==> config.mk <==
export PLATFORM = sky130hd
export DESIGN_NAME = npuf_eval_ctrl
export DESIGN_NICKNAME = d
export VERILOG_FILES = /design/src/rtl/npuf_ctrl_pkg.sv /design/src/rtl/npuf_lfsr128.sv /design/src/rtl/npuf_eval_ctrl.sv
export SDC_FILE = /design/constraint.sdc
export NUM_CORES = 1
export LEC_CHECK = 0
export CAP_MARGIN = 20
export CORE_ASPECT_RATIO = 1.1
export CORE_UTILIZATION = 35
export CTS_BUF_LIST = sky130_fd_sc_hd__clkbuf_16
export DETAILED_ROUTE_END_ITERATION = 16
export PLACE_DENSITY = 0.62
export SETUP_SLACK_MARGIN = 0.02
export SLEW_MARGIN = 20
export SYNTH_ARGS = -nofsm -noshare
export SYNTH_HDL_FRONTEND = slang
export SYNTH_SLANG_ARGS = --single-unit
export TNS_END_PERCENT = 50
==> constraint.sdc <==
create_clock -name clk -period 1.87 [get_ports clk]
set_input_delay 0.2805 -clock clk [delete_from_list [all_inputs] [get_ports clk]]
set_output_delay 0.2805 -clock clk [all_outputs]
set_load 0.005 [all_outputs]
==> src/rtl/npuf_ctrl_pkg.sv <==
// Shared types and constants for the npuf evaluation sequencer.
package npuf_ctrl_pkg;

    typedef enum logic [2:0] {
        ST_IDLE,
        ST_LOAD,
        ST_HOLD,
        ST_SETTLE,
        ST_SAMPLE,
        ST_NEXT,
        ST_OUT
    } state_t;

    // Galois taps for x^128 + x^29 + x^27 + x^2 + 1
    localparam logic [127:0] LFSR_TAPS    = 128'h28000005;
    localparam logic [127:0] SEED_NONZERO = 128'h1;

    localparam int DEF_RST_CYCLES    = 8;
    localparam int DEF_SETTLE_CYCLES = 64;
    localparam int DEF_VOTE_N        = 3;
    localparam int DEF_RESP_W        = 32;

endpackage

==> src/rtl/npuf_lfsr128.sv <==
// One Galois step of the 128-bit challenge LFSR (purely combinational).
module npuf_lfsr128
    import npuf_ctrl_pkg::*;
(
    input  logic [127:0] cur,
    output logic [127:0] nxt
);

    assign nxt = {cur[126:0], 1'b0} ^ (cur[127] ? LFSR_TAPS : 128'h0);

endmodule

==> src/rtl/npuf_eval_ctrl.sv <==
// Sequences npuf evaluations (hold, settle, sample), majority-votes each bit
// and returns RESP_W-bit words over a valid/ready handshake.
module npuf_eval_ctrl
    import npuf_ctrl_pkg::*;
#(
    parameter int RST_CYCLES    = DEF_RST_CYCLES,
    parameter int SETTLE_CYCLES = DEF_SETTLE_CYCLES,
    parameter int VOTE_N        = DEF_VOTE_N,
    parameter int RESP_W        = DEF_RESP_W
) (
    input  logic              clk,
    input  logic              reset,
    input  logic              start,
    input  logic [1:0]        cfg_length,
    input  logic [127:0]      seed,
    output logic              busy,
    output logic              puf_reset,
    output logic [1:0]        puf_length,
    output logic [127:0]      puf_c,
    input  logic              puf_out,
    output logic [RESP_W-1:0] resp_data,
    output logic              resp_valid,
    input  logic              resp_ready
);

    localparam int TMR_MAX = (RST_CYCLES > SETTLE_CYCLES) ? RST_CYCLES : SETTLE_CYCLES;
    localparam int TMR_W   = $clog2(TMR_MAX + 1);
    localparam int VOTE_W  = $clog2(VOTE_N + 1);
    localparam int BIT_W   = $clog2(RESP_W + 1);

    state_t             state, state_nxt;
    logic [TMR_W-1:0]   tmr;
    logic [VOTE_W-1:0]  vote_idx;
    logic [VOTE_W-1:0]  ones;
    logic [BIT_W-1:0]   bit_cnt;
    logic [RESP_W-1:0]  shreg;
    logic [RESP_W-1:0]  shreg_nxt;
    logic [127:0]       seed_q;
    logic [127:0]       puf_c_nxt;
    logic [1:0]         sync;
    logic               vote_bit;
    logic               last_vote;
    logic               last_bit;

    npuf_lfsr128 u_lfsr (
        .cur (puf_c),
        .nxt (puf_c_nxt)
    );

    assign busy       = (state != ST_IDLE);
    assign resp_valid = (state == ST_OUT);
    assign last_vote  = (int'(vote_idx) + 1 >= VOTE_N);
    assign last_bit   = (int'(bit_cnt) + 1 >= RESP_W);
    assign vote_bit   = (int'(ones) > VOTE_N / 2);
    // Shift form keeps RESP_W == 1 legal; first evaluated bit ends in the MSB
    assign shreg_nxt  = (shreg << 1) | RESP_W'(vote_bit);

    always_comb begin
        state_nxt = state;
        unique case (state)
            ST_IDLE:   if (start) state_nxt = ST_LOAD;
            ST_LOAD:   state_nxt = ST_HOLD;
            ST_HOLD:   if (tmr == TMR_W'(RST_CYCLES - 1)) state_nxt = ST_SETTLE;
            ST_SETTLE: if (tmr == TMR_W'(SETTLE_CYCLES - 1)) state_nxt = ST_SAMPLE;
            ST_SAMPLE: state_nxt = last_vote ? ST_NEXT : ST_HOLD;
            ST_NEXT:   state_nxt = last_bit ? ST_OUT : ST_HOLD;
            ST_OUT:    if (resp_ready) state_nxt = ST_IDLE;
            default:   state_nxt = ST_IDLE;
        endcase
    end

    always_ff @(posedge clk) begin
        if (reset) begin
            state      <= ST_IDLE;
            tmr        <= '0;
            vote_idx   <= '0;
            ones       <= '0;
            bit_cnt    <= '0;
            shreg      <= '0;
            seed_q     <= '0;
            puf_c      <= '0;
            puf_length <= '0;
            resp_data  <= '0;
            sync       <= '0;
            puf_reset  <= 1'b1;
        end else begin
            state <= state_nxt;
            sync  <= {sync[0], puf_out};
            // Registered from the next state so the arbiter reset never glitches
            puf_reset <= !(state_nxt == ST_SETTLE || state_nxt == ST_SAMPLE);

            if (state_nxt != state)
                tmr <= '0;
            else if (state == ST_HOLD || state == ST_SETTLE)
                tmr <= tmr + TMR_W'(1);

            case (state)
                ST_IDLE: begin
                    if (start) begin
                        puf_length <= cfg_length;
                        seed_q     <= (seed == 128'h0) ? SEED_NONZERO : seed;
                    end
                end
                ST_LOAD: begin
                    puf_c    <= seed_q;
                    vote_idx <= '0;
                    ones     <= '0;
                    bit_cnt  <= '0;
                    shreg    <= '0;
                end
                ST_SAMPLE: begin
                    ones     <= ones + VOTE_W'(sync[1]);
                    vote_idx <= vote_idx + VOTE_W'(1);
                end
                ST_NEXT: begin
                    shreg    <= shreg_nxt;
                    ones     <= '0;
                    vote_idx <= '0;
                    puf_c    <= puf_c_nxt;
                    bit_cnt  <= bit_cnt + BIT_W'(1);
                    if (last_bit) resp_data <= shreg_nxt;
                end
                default: ;
            endcase
        end
    end

endmodule

After elaboration in Yosys (flattened, before gate mapping). Cells that the tools add are included.

Reduce and logical (&&, ||, !) cells: 12. Add/sub/neg operators: 6. Multipliers: 0. Multiplexer cells: 14. Eq/ne operators: 11. Magnitude comparators: 3. Bitwise logic cells: 2. Div/mod/pow operators: 0. Shifts and indexed selects: 0.

Operators with widths (number): $pmux W128 S2 (1); $logic_not A128 Y1 (1); $mux W128 (1); $xor A128 B128 Y128 (1); $pmux W31 S2 (1); $or A32 B1 Y32 (1); $mux W30 (1); $pmux W3 S7 (1); $mux W3 (6); $eq A3 B3 Y1 const B (4); $pmux W6 S2 (1); $eq A3 B2 Y1 const B (3); $pmux W2 S2 (2); $add A6 B1 Y7 const B (1); $add A7 B1 Y7 const B (1); $eq A7 B3 Y1 const B (1); $eq A7 B6 Y1 const B (1); $ge A7 B6 Y1 const B (1); $add A6 B1 Y6 const B (1); $reduce_and A2 Y1 (2); $reduce_bool A2 Y1 (2); $reduce_or A2 Y1 (2); $add A2 B1 Y3 const B (1); $eq A3 B1 Y1 const B (1); 9 further kinds (10).

Input port bits: 135. Register bits after elaboration: 344. Word-level logic and storage cells: 60. Bits in read-only memories: 0. Output and inout bits: 165. Memories: 0. Latch bits: 0. Memory bits (writable): 0.

Depth between registers and ports, before layout. Gate-level depths: netlist (run 1).

Depth after elaboration: 7. Depth in mapped cells: 9.

By module. Synthesis (run 1) repeated with hierarchy kept, for this count alone.

Cells, all modules: 1686. Area total of the unflattened synthesis: 14570.2 µm².

Modules (own cells, without submodules): npuf_eval_ctrl (instances 1, area an instance 13605.5 µm², cells each 1558); npuf_lfsr128 (instances 1, area an instance 964.7 µm², cells each 128).

Least setup slack after synthesis (run 1). Ideal clock, no wire load.

Path kind: reg-to-reg. Start: register bit_cnt[0]. End: register state[2]. Period minus slack after synthesis: 1599 ps. Required time: 1742 ps. Data arrival time: 1471 ps. Setup slack: 271 ps. Cell stages (with the launch flop): 8. Cells stage by stage: dfxtp_1 ha_1 nor4b_1 nor3b_2 buf_6 buf_8 a211oi_1 nor2_1.

Word-level cells in the longest chain between the ends: 4.

Ends and longest elaborated chain: from (decl) (line npuf_eval_ctrl.sv:35) `logic [BIT_W-1:0] bit_cnt;`; from (signal assigned) (line npuf_eval_ctrl.sv:120) `bit_cnt <= bit_cnt + BIT_W'(1);`; $add A6 B1 Y7 (line npuf_eval_ctrl.sv:53) `assign last_bit = (int'(bit_cnt) + 1 >= RESP_W);`; $ge A7 B6 Y1 (line npuf_eval_ctrl.sv:53); $mux W3 (line npuf_eval_ctrl.sv:66) `ST_NEXT: state_nxt = last_bit ? ST_OUT : ST_HOLD;`; $pmux W3 S7 (line npuf_eval_ctrl.sv:60) `unique case (state)`; to (signal assigned) (line npuf_eval_ctrl.sv:87) `state <= state_nxt;`; to (decl) (line npuf_eval_ctrl.sv:31) `state_t state, state_nxt;`.

No other way between the ends. A chain may end at the register's enable or synchronous reset.

Worst setup path in the final report (run 1).
Start: register puf_c[127]. End: output port puf_c[127].

RTL lines: from (decl) (line npuf_eval_ctrl.sv:19) `output logic [127:0] puf_c,`; from (signal assigned) (line npuf_eval_ctrl.sv:105) `puf_c <= seed_q;`; from (signal assigned) (line npuf_eval_ctrl.sv:119) `puf_c <= puf_c_nxt;`.

No word-level cell between the ends.

==> impl_metrics.json, run 1 <==
{
  "status": "finished, final reports clean",
  "portBuffers": 299,
  "clock-sinks": 344,
  "design_area_um2": 19000,
  "grt_usage": 0.195,
  "tritoncts": "built",
  "crit_family": "buffers and inverters",
  "core_um2": 38300,
  "post-route-min-period_ns": 1.79,
  "num_rows": 75,
  "crit_buf_inv": 1,
  "slowest_stage": "clkdlybuf4s50_1",
  "yosysTopAreaCell": "dfxtp_1",
  "fmax_mhz": 558,
  "p_leak_nw": 6.41,
  "hp-class": "input port to flip-flop",
  "routed_wl_mm": 39.7,
  "final_util": 0.497,
  "power.total_w": 0.0184,
  "gp_congestion": 0.863,
  "start_util": 0.357,
  "antenna_found_initial": 10,
  "setup_viol": 0,
  "wl_per_cell_um": 16.6,
  "crit_type": "flip-flop to primary output",
  "dpl.hpwl_mm": 27.2,
  "cpPeakStageDelay_ns": 0.55,
  "num_vias": 12100,
  "drc": 0,
  "dieArea_um2": 39800,
  "path_clk_slew_ns": 0.06,
  "rsz0062_at_grt": "no",
  "syn_area_per_cell_um2": 8.73,
  "yosysMostFrequentCell": "dfxtp_1",
  "syn_inst": 1565,
  "maxSlewHeadroom": 0.570,
  "clockBufferDepth": 3,
  "grt_pass1_wl_mm": 62.1,
  "cts_root_buf": "clkbuf_16",
  "synth_top_cells_by_count": "dfxtp_1, nand2_1, nor2_1",
  "clock_latency_ns": 0.54,
  "cp-end-kind": "primary output",
  "arrival_ns": 1.51,
  "worstMarginPinSlew_ns": 0.644,
  "synth-seq-area-share": 0.504,
  "h-tree-depth": 2,
  "grt_pass1_vias": 11600,
  "numCtsBuffers": 38,
  "fin_worst_skew_ns": 0.0104,
  "worstPathRequired_ns": 1.59,
  "ys_ff_latch": 344,
  "final_net_count": 2006,
  "p_per_area_nw_per_um2": 968,
  "drive_gt1_frac": 0.0919,
  "grt_max_degree": 133,
  "dpl-instance-area_um2": 17600,
  "yosysUniqueCellTypes": 41,
  "startpoint_type": "flip-flop",
  "yosys_warnings": 0,
  "max_cap_violations": 0,
  "drt-pass1-iter-count": 5,
  "synth_area_leaders": "dfxtp_1, mux2i_1, nand2_1, a211oi_1, a21oi_1",
  "max-vdd-ir-drop_uv": 707,
  "final_max_slew_viol_count": 0,
  "crit_chain": "clkdlybuf4s50_1",
  "via_per_inst": 5.03,
  "grt_overflow": 0,
  "synthFlopType": "dfxtp_1",
  "first_iter_violations": 623,
  "die_h_um": 209,
  "fp.dieW_um": 190,
  "fin_crit_sh": 0.958,
  "syn_to_final_growth_pct": 39.4,
  "pin_count": 300,
  "async_reset_ff_frac": 0,
  "yosysTopAreaCellShare": 0.504,
  "final-hold-violation-count": 0,
  "syn_area_um2": 13700,
  "cp_max_fo": 6,
  "syn_nets": 1706,
  "ant_nets": 0,
  "synth-edff-count": 0,
  "fill_cells": 3643
}
[path summary, 6_finish.rpt]
path	startpoint	to	slack [ns]	depth (start not counted)
worst max-delay path	puf_c[127]	puf_c[127]	0.08	1
worst min-delay path	reset	resp_data[23]	0.15	2
worst max register to register	state[1]	resp_data[18]	0.15	6
worst min register to register	sync[0]	sync[1]	0.45	1
[registers in the layout, indices dropped and copies added (netlist names)]
register and cells:
bit_cnt 6, shreg 31, ones 2, puf_reset 1
puf_c 128, seed_q 128, vote_idx 2, state 3
puf_length 2, resp_data 32, tmr 7, sync 2
[report_power, final]
part	switching (W)	internal [W]	total [W]
clock	0.00310	0.00494	0.00804
sequential	0.000297	0.00776	0.00805
combinational	0.00114	0.00121	0.00235
total	0.00453	0.0139	0.0184
[cells by family (layout without fill, tap and decap cells)]
kind of cell / count (synthesis) / in the layout / share of synthesized area
AO/OA/AOI/OAI: 317 / 317 / 0.142
XOR/XNOR: 9 / 9 / 0.00577
adder cells (fa/ha/maj): 6 / 6 / 0.00549
buffers and inverters: 134 / 463 / 0.0462
flip-flops: 344 / 344 / 0.504
multiplexers: 158 / 158 / 0.116
other: 0 / 4 / 0
AND/OR/NAND/NOR: 597 / 597 / 0.181
[what timing repair did]
item | CTS | global route
gates cloned | 0 | 0
endpoints found under the setup margin | 4 | 45
hold buffers | 0 | 0
gates resized for setup | 11 | 10
buffers inserted | 2 | 0
[area by class of cell]
class / count / area, µm² / area share
Sequential cell: 344 / 6900 / 0.362
Clock inverter: 28 / 323 / 0.0169
Multi-Input combinational cell: 1087 / 6220 / 0.326
Antenna cell: 4 / 10.0 / 0.000526
Tap cell: 500 / 626 / 0.0328
Timing Repair Buffer: 390 / 3930 / 0.206
Inverter: 4 / 15.0 / 0.000788
Clock buffer: 41 / 1030 / 0.0539
[layer usage]
metal,global-route usage,wire length [µm],vias up
li1,-,-,6022
met1,0.242,17300,5669
met2,0.318,18600,283
met3,0.0616,2710,80
met4,0.0632,1030,12
met5,0,82,-
[per-stage QoR]
| stage | setup slack [ns] | setup TNS, ns | hold WS [ns] | std cells |
|---|---|---|---|---|
| 6_report | 0.0783 | 0 | 0.145 | 2398 |
| 3_5_place_dp | -0.574 | -0.574 | 0.425 | 2323 |
| 2_1_floorplan | 0.271 | 0 | 0.409 | 1565 |
| 5_1_grt | 0.0207 | 0 | 0.139 | 2395 |
| 4_1_cts | -0.00474 | -0.00474 | 0.133 | 2394 |
| 3_3_place_gp | -0.568 | -0.568 | 0.427 | 2323 |
[placed cells by master (no fill, tap or decap), types with 3 or more instances in the layout]
cell type / Yosys / routed
nand2_1: 304 / 303
buf_12: 0 / 20
clkbuf_16: 0 / 41
ha_1: 6 / 6
a21oi_1: 173 / 173
clkinv_2: 0 / 6
clkdlybuf4s50_1: 0 / 294
nand3_1: 42 / 40
a211oi_1: 130 / 130
nor3_1: 4 / 4
nor4_1: 35 / 33
dfxtp_4: 0 / 3
inv_1: 4 / 9
mux2i_1: 158 / 158
diode_2: 0 / 4
clkinvlp_4: 0 / 3
xor2_1: 4 / 4
nand4_1: 10 / 10
or3_1: 3 / 3
o21ai_0: 7 / 7
nor2_1: 185 / 183
clkinv_1: 0 / 3
dfxtp_1: 344 / 340
bufinv_16: 0 / 7
buf_4: 12 / 71
xnor2_1: 5 / 5
(Power assumes the default switching activity.)
==> inputs of run 2 (changes only) <==
- HOLD_SLACK_MARGIN: not set -> 0.08
==> results of run 2 <==
Final layout, timing and power as in run 1 (identical DEF).
==> inputs of run 3 (changes only) <==
- clock period: 1.87 -> 2.2 ns (I/O delays scaled with it)
==> run 3 against run 2 <==
Flip-flop and latch count did not move. Clock power fell by 27%. Design area down 3.8%. Largest power group unchanged. Critical path depth up 2. Total power is 21% lower. First-iteration DRC count down 7.1%. Utilization fell by 1.9 points.
==> impl_metrics.json, run 3 (synthesis gave the netlist of run 1 again) <==
{
  "status": "finished, final reports clean",
  "first_iter_violations": 579,
  "final-hold-violation-count": 0,
  "final_max_slew_viol_count": 0,
  "worst_slack_ns": 0.0856,
  "startpoint_type": "flip-flop",
  "final_net_count": 1948,
  "crit_cells": 3,
  "rsz0062_at_grt": "yes",
  "max_cap_violations": 0,
  "post-route-min-period_ns": 2.11,
  "layout_common_cells": "dfxtp_1, nand2_1, clkdlybuf4s50_1",
  "via_per_inst": 5.04,
  "worstMarginPinSlew_ns": 0.628,
  "r2r-start": "state[1]",
  "grt_overflow": 0,
  "reg_top3": "puf_c: 128 flops, seed_q: 128 flops, resp_data: 32 flops",
  "h-tree-depth": 2,
  "grt_usage": 0.190,
  "drt-pass1-iter-count": 5,
  "num_rows": 75,
  "fin_crit_sh": 0.961,
  "wl_per_cell_um": 16.6,
  "hp-class": "input port to flip-flop",
  "dpl.hpwl_mm": 26.5,
  "antenna_found_initial": 10,
  "p_leak_nw": 6.00,
  "maxSlewHeadroom": 0.582,
  "portBuffers": 299,
  "p_per_area_nw_per_um2": 798,
  "drc": 0,
  "ff2ff_path_depth": 5,
  "cp_max_fo": 11,
  "rr_endpoint": "puf_c[90]",
  "dieArea_um2": 39800,
  "clock_latency_ns": 0.53,
  "fin_worst_skew_ns": 0.0108,
  "syn_to_final_growth_pct": 34.1,
  "clock-sinks": 344,
  "gp_congestion": 0.834,
  "path_clk_slew_ns": 0.06,
  "cpPeakStageDelay_ns": 0.51,
  "reg2reg_slack_ns": 0.34,
  "cp-endpoint": "busy",
  "tritoncts": "built",
  "grt_pass1_vias": 11100,
  "max-vdd-ir-drop_uv": 531,
  "fmax_mhz": 473,
  "arrival_ns": 1.78,
  "slowest_stage": "clkdlybuf4s50_1",
  "drive_gt1_frac": 0.0530,
  "cts_root_buf": "clkbuf_16",
  "layout_commonest_cell": "dfxtp_1",
  "crit_family": "buffers and inverters",
  "critPathLaunch": "state[2]",
  "worstPathRequired_ns": 1.87,
  "setup_viol": 0,
  "numCtsBuffers": 37,
  "routed_wl_mm": 38.6,
  "whs_path_depth": 2,
  "final_util": 0.478,
  "core_um2": 38300,
  "start_util": 0.357,
  "crit_chain": "inv_1 -> nand2_2 -> clkdlybuf4s50_1",
  "grt_pass1_wl_mm": 60.5,
  "cp-end-kind": "primary output",
  "fp.dieW_um": 190,
  "ant_nets": 0,
  "crit_buf_inv": 2,
  "post-place-ws_ns": -0.905,
  "crit_type": "flip-flop to primary output",
  "num_vias": 11800,
  "power.total_w": 0.0146,
  "die_h_um": 209,
  "clockBufferDepth": 3,
  "grt_max_degree": 95,
  "fill_cells": 3703,
  "pin_count": 300
}
run 3: cell count changes in the layout (fill, tap and decap cells not counted), moves of 3 or more:
cell,change
clkinvlp_4,-3
clkdlybuf4s50_1,+4
buf_4,-52
bufinv_16,-5
buf_12,-5
clkinv_1,+6
run 3: how the worst min path moves through the flow:
| stage | start | to | slack [ns] |
|---|---|---|---|
| global placement | sync[0] | sync[1] | 0.43 |
| CTS | reset | resp_data[25] | 0.20 |
| detailed placement | sync[0] | sync[1] | 0.43 |
| finish | reset | resp_data[24] | 0.21 |
| floorplan | sync[0] | sync[1] | 0.41 |
| global route | reset | resp_data[27] | 0.22 |
run 3: layout make-up:
class | instances | area, µm² | share of cell area
antenna | 3 | 7.51 | 0.000410
clock buffer | 39 | 976 | 0.0533
clock inverter | 24 | 160 | 0.00874
inverter | 4 | 15.0 | 0.000820
multi-input combinational | 1087 | 6200 | 0.339
sequential | 344 | 6890 | 0.376
tap | 500 | 626 | 0.0342
timing repair buffer | 333 | 3440 | 0.188
run 3: per-stage QoR:
step	hold slack [ns]	area [µm²]	TNS (ns)	std cells
finish	0.207	18300	0	2334
CTS	0.198	18300	0	2331
floorplan	0.414	13700	0	1565
global route	0.218	18300	0	2332
global placement	0.430	17100	-0.896	2268
detailed placement	0.432	17100	-0.905	2268
run 3: power breakdown:
group / leakage (nW) / internal [W] / switching (W)
Clock: 0.582 / 0.00342 / 0.00247
Sequential: 2.81 / 0.00659 / 0.000255
Combinational: 2.60 / 0.000936 / 0.000940
Total: 6.00 / 0.0110 / 0.00366
run 3: what timing repair did:
| action | CTS | global route |
|---|---|---|
| gates resized for setup | 4 | 1 |
| cloned | 0 | 0 |
| endpoints found under the setup margin | 3 | 3 |
| hold buffers | 0 | 0 |
| buffers inserted | 0 | 0 |
run 3: routing by layer:
layer | part of all wire | up-vias | GRT usage | wire (µm)
li1 | - | 5923 | - | -
met1 | 0.43 | 5491 | 0.237 | 16700
met2 | 0.47 | 251 | 0.306 | 18200
met3 | 0.069 | 75 | 0.0601 | 2650
met4 | 0.026 | 12 | 0.0632 | 992
met5 | 0.0021 | - | 0 | 81
